--- config.mk ---
export PLATFORM = sky130hd
export DESIGN_NAME = spi_master
export DESIGN_NICKNAME = d
export VERILOG_FILES = /design/src/rtl/spi_pkg.sv /design/src/rtl/spi_baud_gen.sv /design/src/rtl/spi_master.sv
export SDC_FILE = /design/constraint.sdc
export NUM_CORES = 1
export LEC_CHECK = 0
export ABC_AREA = 1
export BUFFER_PORTS_ARGS = -buffer_cell sky130_fd_sc_hd__buf_2
export CAP_MARGIN = 20
export CORE_MARGIN = 2
export CORE_UTILIZATION = 50
export DETAILED_ROUTE_END_ITERATION = 8
export GPL_ROUTABILITY_DRIVEN = 1
export PLACE_DENSITY = 0.72
export SYNTH_ARGS = -nofsm -noshare
export SYNTH_HDL_FRONTEND = slang
export SYNTH_HIERARCHICAL = 1
export SYNTH_SLANG_ARGS = --single-unit
--- constraint.sdc ---
create_clock -name clk -period 4.72 [get_ports clk]
set_input_delay 1.18 -clock clk [delete_from_list [all_inputs] [get_ports clk]]
set_output_delay 1.18 -clock clk [all_outputs]
set_load 0.05 [all_outputs]
--- src/rtl/spi_pkg.sv ---
// spi_pkg: shared SPI state encoding, spcon bit positions and default transfer width
package spi_pkg;
  typedef enum logic [1:0] {IDLE, SETUP, XFER, HOLD} spi_state_e;
  localparam int SPCON_CPOL = 2;
  localparam int SPCON_CPHA = 1;
  localparam int SPI_DATA_W = 8;
endpackage

--- src/rtl/spi_baud_gen.sv ---
// spi_baud_gen: sck half-period down-counter (ports: clk, rst, en count enable, load zeroes counter, reload half-period-1, tick when count hits zero)
module spi_baud_gen #(
  parameter int DIV_W = 8
) (
  input  logic             clk,
  input  logic             rst,
  input  logic             en,
  input  logic             load,
  input  logic [DIV_W-1:0] reload,
  output logic             tick
);
  logic [DIV_W-1:0] div_cnt_q, div_cnt_d;
  always_comb begin
    tick = en && div_cnt_q == '0;
    div_cnt_d = load ? '0 : tick ? reload : en ? div_cnt_q - DIV_W'(1) : div_cnt_q;
  end
  always_ff @(posedge clk) div_cnt_q <= rst ? '0 : div_cnt_d;
endmodule

--- src/rtl/spi_master.sv ---
// spi_master: single-byte SPI master (ports: clk, rst, start/data/spcon/spibr from CPU, miso in; mosi/sck/ssn pins, rx_data/busy/done status out)
module spi_master
  import spi_pkg::*;
#(
  parameter int DATA_W = SPI_DATA_W,
  parameter int DIV_W  = 8
) (
  input  logic              clk,
  input  logic              rst,
  input  logic              start,
  input  logic [DATA_W-1:0] data,
  input  logic [7:0]        spcon,
  input  logic [DIV_W-1:0]  spibr,
  input  logic              miso,
  output logic              mosi,
  output logic              sck,
  output logic              ssn,
  output logic [DATA_W-1:0] rx_data,
  output logic              busy,
  output logic              done
);
  localparam int EW = $clog2(2 * DATA_W + 1);
  localparam logic [EW-1:0] LAST_EDGE = EW'(2 * DATA_W);
  spi_state_e state_q, state_d;
  logic [DATA_W-1:0] tx_sh_q, tx_sh_d, rx_sh_q, rx_sh_d, rx_data_q, rx_data_d;
  logic [EW-1:0] edge_cnt_q, edge_cnt_d, edge_n;
  logic [DIV_W-1:0] br_q, br_d;
  logic arm_q, arm_d, cpol_q, cpol_d, cpha_q, cpha_d;
  logic mosi_q, mosi_d, sck_q, sck_d, ssn_q, ssn_d, busy_q, busy_d, done_q, done_d;
  logic accept, tick, edge_ev, last, unused_spcon;
  assign unused_spcon = ^{spcon[7:3], spcon[0]};
  spi_baud_gen #(.DIV_W(DIV_W)) u_baud (
    .clk(clk),
    .rst(rst),
    .en(state_q != IDLE),
    .load(accept),
    .reload(br_q),
    .tick(tick)
  );
  // The first tick after start only opens the setup half-period (arm); sck edges begin on the next one.
  // A start in the done cycle is refused so the earliest new transfer begins the cycle after done.
  always_comb begin
    state_d = state_q;
    tx_sh_d = tx_sh_q;
    rx_sh_d = rx_sh_q;
    rx_data_d = rx_data_q;
    edge_cnt_d = edge_cnt_q;
    br_d = br_q;
    arm_d = arm_q;
    cpol_d = cpol_q;
    cpha_d = cpha_q;
    mosi_d = mosi_q;
    sck_d = sck_q;
    ssn_d = ssn_q;
    busy_d = busy_q;
    done_d = 1'b0;
    accept = start && state_q == IDLE && !done_q;
    edge_n = edge_cnt_q + EW'(1);
    last = edge_n == LAST_EDGE;
    edge_ev = tick && (state_q == XFER || (state_q == SETUP && arm_q));
    if (state_q == IDLE) sck_d = spcon[SPCON_CPOL];
    if (accept) begin
      state_d = SETUP;
      tx_sh_d = spcon[SPCON_CPHA] ? data : data << 1;
      mosi_d = spcon[SPCON_CPHA] ? mosi_q : data[DATA_W-1];
      cpol_d = spcon[SPCON_CPOL];
      cpha_d = spcon[SPCON_CPHA];
      br_d = spibr;
      edge_cnt_d = '0;
      arm_d = 1'b0;
      ssn_d = 1'b0;
      busy_d = 1'b1;
    end
    if (state_q == SETUP && tick) arm_d = 1'b1;
    if (edge_ev) begin
      sck_d = ~sck_q;
      edge_cnt_d = edge_n;
      state_d = last ? HOLD : XFER;
      if (edge_n[0] ^ cpha_q) rx_sh_d = {rx_sh_q[DATA_W-2:0], miso};
      if (cpha_q ? edge_n[0] : !edge_n[0] && !last) begin
        mosi_d = tx_sh_q[DATA_W-1];
        tx_sh_d = tx_sh_q << 1;
      end
    end
    if (state_q == HOLD && tick) begin
      state_d = IDLE;
      ssn_d = 1'b1;
      busy_d = 1'b0;
      done_d = 1'b1;
      rx_data_d = rx_sh_q;
    end
  end
  always_ff @(posedge clk) begin
    if (rst) begin
      state_q <= IDLE;
      tx_sh_q <= '0;
      rx_sh_q <= '0;
      rx_data_q <= '0;
      edge_cnt_q <= '0;
      br_q <= '0;
      arm_q <= 1'b0;
      cpol_q <= 1'b0;
      cpha_q <= 1'b0;
      mosi_q <= 1'b0;
      sck_q <= 1'b0;
      ssn_q <= 1'b1;
      busy_q <= 1'b0;
      done_q <= 1'b0;
    end else begin
      state_q <= state_d;
      tx_sh_q <= tx_sh_d;
      rx_sh_q <= rx_sh_d;
      rx_data_q <= rx_data_d;
      edge_cnt_q <= edge_cnt_d;
      br_q <= br_d;
      arm_q <= arm_d;
      cpol_q <= cpol_d;
      cpha_q <= cpha_d;
      mosi_q <= mosi_d;
      sck_q <= sck_d;
      ssn_q <= ssn_d;
      busy_q <= busy_d;
      done_q <= done_d;
    end
  end
  assign mosi = mosi_q;
  assign sck = sck_q;
  assign ssn = ssn_q;
  assign rx_data = rx_data_q;
  assign busy = busy_q;
  assign done = done_q;
endmodule
## After elaboration in Yosys (flattened, before gate mapping)

Cells that the tools add are included.

| storage, ports and cells | value |
|---|---|
| register bits after elaboration | 54 |
| bits of input ports | 28 |
| output and inout port bits | 13 |
| word-level logic and storage cells | 65 |

| operators by class | value |
|---|---|
| $add $sub $neg | 2 |
| eq/ne operators | 4 |
| mux-type cells | 21 |
| bitwise operators | 2 |
| reductions and logical operators | 22 |

Operators with widths:

| operator | count |
|---|---|
| 2-to-1 mux 8 bit | 6 |
| 2-to-1 mux 1 bit | 11 |
| 2-to-1 mux 5 bit | 2 |
| nonzero test 2 bit | 5 |
| logical AND 1 bit | 8 |
| logical NOT 8 bit | 1 |
| subtractor 8 x 1 -> 8 bit (second input constant) | 1 |
| adder 5 x 1 -> 5 bit (second input constant) | 1 |
| == test 5 bit (second input constant) | 1 |
| == test 2 bit (second input constant) | 2 |
| 2-to-1 mux 2 bit | 2 |
| OR reduction 2 bit | 2 |
| logical NOT 1 bit | 3 |
| == test 2 x 1 -> 1 bit (second input constant) | 1 |
| logical NOT 2 bit | 1 |
| AND reduction 2 bit | 1 |
| logical OR 1 bit | 1 |
| NOT 1 bit | 1 |
| XOR 1 bit | 1 |

## Depth between registers and ports, before layout

| logic depth | value |
|---|---|
| depth after elaboration | 7 |
| gate-level depth with buffers | 16 |
| mapped depth without buffers | 14 |

## By module

The synthesis kept the hierarchy.

By module, submodules not included:

| module | times used | cells an instance | area each (um^2) | sequential area each (um^2) |
|---|---|---|---|---|
| spi_master | 1 | 264 | 1934.4 | 920.9 |
| spi_baud_gen | 1 | 91 | 574.3 | 160.2 |

## Worst setup path after synthesis

OpenSTA, ideal clock, no wires.

| timing path | value |
|---|---|
| kind | input to register |
| start | in start |
| end | reg u_baud.div_cnt_q[6] |
| library setup time | 86 ps |
| arrival time | 2244 ps |
| data required time | 4634 ps |
| slack | 2391 ps |
| stages on the path | 9 |
| buffers on the path | 2 |
| cell sequence | inv_1 -> nor2_1 -> nand2_2 -> buf_2 -> inv_2 -> buf_2 -> nor2_1 -> inv_1 -> a211oi_1 |

| on the way | value |
|---|---|
| word-level cells in the longest chain between the ends | 3 |

Ends and longest elaborated chain:

| element | RTL line | source |
|---|---|---|
| from (decl) | spi_master.sv:10 | `input logic start,` |
| logical AND 1 bit (2 in a row) | spi_master.sv:57 | `accept = start && state_q == IDLE && !done_q;` |
| named net accept | spi_master.sv:30 | `logic accept, tick, edge_ev, last, unused_spcon;` |
| OR reduction 2 bit (no line) | - |  |
| to (signal assigned) | spi_baud_gen.sv:17 | `always_ff @(posedge clk) div_cnt_q <= rst ? '0 : div_cnt_d;` |
| to (decl) | spi_baud_gen.sv:12 | `logic [DIV_W-1:0] div_cnt_q, div_cnt_d;` |

The timed path passes the listed nets, and every way through them passes these cells.
A chain may end at the register's enable or synchronous reset.

## Final worst setup path

| timing path | value |
|---|---|
| start | reg state_q[0] |
| end | reg tx_sh_q[2] |

| on the way | value |
|---|---|
| elaborated cells between the ends (all ways) | 13 |
| classes of those cells | eq/ne (2); mux (3); reduce/logical (8) |

RTL lines:

| element | RTL line | source |
|---|---|---|
| from (decl) | spi_master.sv:24 | `spi_state_e state_q, state_d;` |
| from (signal assigned) | spi_master.sv:110 | `state_q <= state_d;` |
| nonzero test 2 bit | spi_master.sv:35 | `.en(state_q != IDLE),` |
| logical AND 1 bit | spi_baud_gen.sv:14 | `tick = en && div_cnt_q == '0;` |
| named net tick | spi_master.sv:30 |  |
| logical AND 1 bit | spi_master.sv:60 | `edge_ev = tick && (state_q == XFER \|\| (state_q == SETUP && arm_q));` |
| 2-to-1 mux 8 bit | spi_master.sv:75 | `if (edge_ev) begin` |
| to (signal assigned) | spi_master.sv:111 | `tx_sh_q <= tx_sh_d;` |
| to (decl) | spi_master.sv:25 | `logic [DATA_W-1:0] tx_sh_q, tx_sh_d, rx_sh_q, rx_sh_d, rx_data_q, rx_data_d;` |

The timed path passes the listed nets, and every way through them passes these cells.

==> parameters.txt <==
Parameter                              Value

Synth
  Register area share after synthesis ... 43.09%
  Parity-gate share of the synthesized area counting xor and xnor cells ... 0%
  Fraction of synthesis flops using an asynchronous set or reset pin ... 0%
  Unique masters post-synth ... 34
  Synth top area share ... 43.09%
  Multiplexer share of the synthesized area ... 0%
  Synthesized netlist cell count ... 355
  Count of state elements after synthesis ... 54
  Area share of fa/ha/maj cells after synthesis ... 0.9975%
  Synth top area cells ... dfxtp_1 (43%), nand2_1 (13%), nor2_1 (6.6%), inv_1 (6.1%), o21ai_0 (5.8%)
  Number of synthesized flops with an enable pin ... 0
  Post-synthesis cell type with the largest combined area ... dfxtp_1
  Count of yosys warnings during synthesis ... 6
  Post-Synth Simple-Gate Area ... 31.52%
  Most used standard cell by instance count after synthesis ... nand2_1
  Commonest cells in the netlist ... nand2_1 (84), dfxtp_1 (54), nor2_1 (44)
  Flip-flop cell with the highest count after synthesis ... dfxtp_1
  Combined area of all synthesized cells ... 0.002509 mm²
  Synth Net Count ... 385
  Dominant combinational cell family by area after synthesis ... simple AND/OR/NAND/NOR gates
  Post-synthesis average cell area ... 7.067 µm²
  Fraction of the mapped netlist area in compound gates ... 14.86%

Clock tree
  Master cell of the clock root buffer ... clkbuf_8
  TritonCTS clock tree ... built
  # H-tree levels ... 2
  Hold Buf Count CTS ... 0
  Deepest clock path buffer count ... 2
  Clock buffers created by TritonCTS ... 5
  Insertion delay to the later sink of the worst-skew pair ... 0.31 ns
  CTS clock-pin slew for the worst setup and hold paths ... 0.10 ns
  Resize count post-CTS ... 0
  Count of buffers added by post-CTS timing repair for setup ... 0
  TritonCTS sink count ... 54

Power and ir drop
  Part of the power in combinational logic ... 17.0%
  Overall power of the completed layout ... 0.9142 mW
  Peak supply drop ... 0.0001543 V
  Relative contribution of sequential cells to total power ... 53.5%
  Share of total power consumed by net switching ... 30.16%
  Total power divided by cell area ... 326.0 mW/mm²
  Internal power ... 0.6385 mW
  Clock Power Share ... 29.5%
  Leak ... 1.332 nW
  P_sw ... 0.2757 mW

Worst hold path
  Worst-case hold path end point ... ssn$_SDFFE_PP1N_
  Min-Delay Path Depth ... 2
  Origin of the worst min-delay path ... ssn$_SDFFE_PP1N_
  Kind of path behind the tightest hold check ... register to register

Worst setup path
  Logic depth of the worst register-to-register path ... 12
  List of cells traversed by the critical path ... nor2_1, inv_1, nand3_4, nor2_8, nand2_8, clkinv_4, nand2_2, nor2_8, nand2_1, nand3_1, nand2_1, nor2_1
  Worst EP required ... 4.97 ns
  Slowest cell on the critical path ... dfxtp_1
  Signal arrival time at the worst endpoint ... 2.74 ns
  Critical path type ... register to register
  Origin of the critical flop-to-flop path ... state_q[0]$_SDFFE_PP0P_
  End of the worst register-to-register path ... tx_sh_q[2]$_SDFF_PP0_
  Nature of the critical path startpoint ... register
  Max Fanout on Critical Path ... 17
  Slowest stage delay, CP ... 0.43 ns
  Worst setup slack for register-to-register paths ... 2.23 ns
  Critical Path Sink Type ... register

Timing
  Total setup violations reported at the end of the flow ... 0
  Worst-case hold slack ... 0.4512 ns
  Max Freq ... 401.0 MHz
  Slew at the pin closest to its max-slew limit ... 0.8277 ns
  Portion of the clock cycle consumed by the worst path in the final layout ... 52.83%
  Worst-case headroom to the max-slew limit ... 44.76%
  Tmin final ... 2.493 ns
  Sum of negative setup slack ... 0 ns
  Number of slew-limit violations in the final report ... 0
  Endpoints failing hold ... 0
  RSZ-0062 raised after global routing ... false
  Clock Skews ... 0.01003 ns

Floorplan
  Initial core utilization ... 52.42%
  Top-level I/O count ... 41
  Die height ... 74.83 µm
  Placement Rows ... 25
  Area of the core ... 0.004786 mm²
  Total die area ... 0.005600 mm²
  X dimension of the die ... 74.83 µm

Final layout
  Post-route cell area ... 0.002804 mm²
  P&R area growth vs syn ... 11.77%
  Number of fill cells in the layout ... 478
  Final antenna diode count ... 0
  Nets ... 416
  Number of non-filler instances in the completed layout ... 454
  Fraction of final layout cells with drive strength greater than 1 ... 15.76%

Placement
  Placement-stage cell area ... 0.002709 mm²
  Number of cells in the design after placement ... 446
  Input/output buffers ... 34
  Final weighted congestion in routability-driven placement ... 0.7743
  Detailed-placement wirelength estimate ... 3.452 mm

Detailed routing
  Antenna Nets Post-Route ... 0
  DRC violation count after routing ... 0
  Routed WL per cell ... 10.80 µm
  Wire length on met1 ... 2.463 mm
  Number of vias in the routed layout ... 2233
  Met2 Routed Length ... 2.186 mm
  Routed length on met3 ... 191 µm
  Count of routing violations after the opening detailed-route iteration ... 152
  Routed wire length ... 4.904 mm
  DRT Pass-1 Iters ... 4
  Number of vias per cell after detailed routing ... 4.919
  Max layer used ... met4

Global route
  First-pass GRT wire length ... 8.114 mm
  Vias in the first global route ... 1852
  Initial antenna violation count ... 0
  Global routing usage summed across all routing layers ... 18.78%
  Largest net degree at the start of global routing ... 30
  Overflow after GRT ... 0

Run status
  Result of the run ... complete, no violations

Run
  Number of max-capacitance violations reported ... 0
==> power by group through the flow <==
| stage | Sequential, mW | Clock, mW | Combinational (mW) |
|---|---|---|---|
| 2_1_floorplan | 0.506 | 0 | 0.115 |
| 3_3_place_gp | 0.500 | 0 | 0.153 |
| 3_5_place_dp | 0.500 | 0 | 0.156 |
| 4_1_cts | 0.490 | 0.279 | 0.156 |
| 5_1_grt | 0.493 | 0.296 | 0.176 |
| 6_report | 0.490 | 0.269 | 0.155 |
==> worst max path at each step <==
stage                            start                                to  slack [ns]
6_report       state_q[0]$_SDFFE_PP0P_             tx_sh_q[2]$_SDFF_PP0_        2.23
5_1_grt        state_q[0]$_SDFFE_PP0P_             tx_sh_q[6]$_SDFF_PP0_        1.98
4_1_cts        state_q[0]$_SDFFE_PP0P_             tx_sh_q[2]$_SDFF_PP0_        2.25
3_5_place_dp                       rst           rx_data[5]$_SDFFE_PP0P_        1.98
3_3_place_gp                       rst           rx_data[6]$_SDFFE_PP0P_        1.97
2_1_floorplan                    start  u_baud/div_cnt_q[6]$_SDFFE_PP0P_        2.39
==> layer usage <==
| layer | global-route usage [%] | vias to the layer above |
|---|---|---|
| met3 | 4.552 | 7 |
| met5 | 0 | - |
| li1 | - | 1196 |
| met2 | 29.04 | 36 |
| met4 | 7.341 | 0 |
| met1 | 25.35 | 994 |
==> critical path, delay by kind of cell, from the launching register on <==
kind,cells,cell delay [ns]
buf+inv,2,0.42
flops,1,0.43
simple gates,10,1.56
==> cell type report <==
type	instances	area (µm²)	share of cell area, %
sequential	54	1081	38.55
multi-input combinational	243	1189	42.39
tap	67	83.83	2.990
clock inverter	3	26.28	0.9371
timing repair buffer	34	170.2	6.069
clock buffer	5	68.82	2.454
inverter	48	185.2	6.604
==> logic make-up after synthesis <==
logic type,after synthesis
DFF,54
and+or+nand+nor,171
adders and majority gates,2
buffers and inverters,58
AOI/OAI and AO/OA,70
==> registers in the layout, summed over array words and instances (netlist names) <==
register	flops
state_q	2
cpha_q	1
sck	1
br_q	8
edge_cnt_q	5
rx_data	8
mosi	1
tx_sh_q	8
busy	1
arm_q	1
rx_sh_q	8
u_baud/div_cnt_q	8
done	1
ssn	1
==> stage by stage <==
stage / setup slack (ns) / util, %
floorplan: 2.391 / -
global placement: 1.974 / 56.60
detailed placement: 1.976 / 56.60
CTS: 2.251 / 58.59
global route: 1.977 / 58.59
finish: 2.227 / 58.59
==> cell usage in the layout, fill, tap and decap left out, types with 2 or more instances in the layout <==
cell type / n
nand2_1: 84
dfxtp_1: 54
nor2_1: 44
inv_1: 41
buf_2: 34
o21ai_0: 29
a21oi_1: 28
nand3_1: 25
o21ai_1: 5
clkbuf_8: 5
inv_2: 4
nand2_2: 3
nor2_8: 2
clkinv_1: 2
a22o_1: 2
nand4_1: 2
nor2_4: 2
a211oi_1: 2
ha_1: 2
clkinv_4: 2
inv_6: 2
nor3_1: 2
No activity file was read; power rests on OpenSTA's default activity.
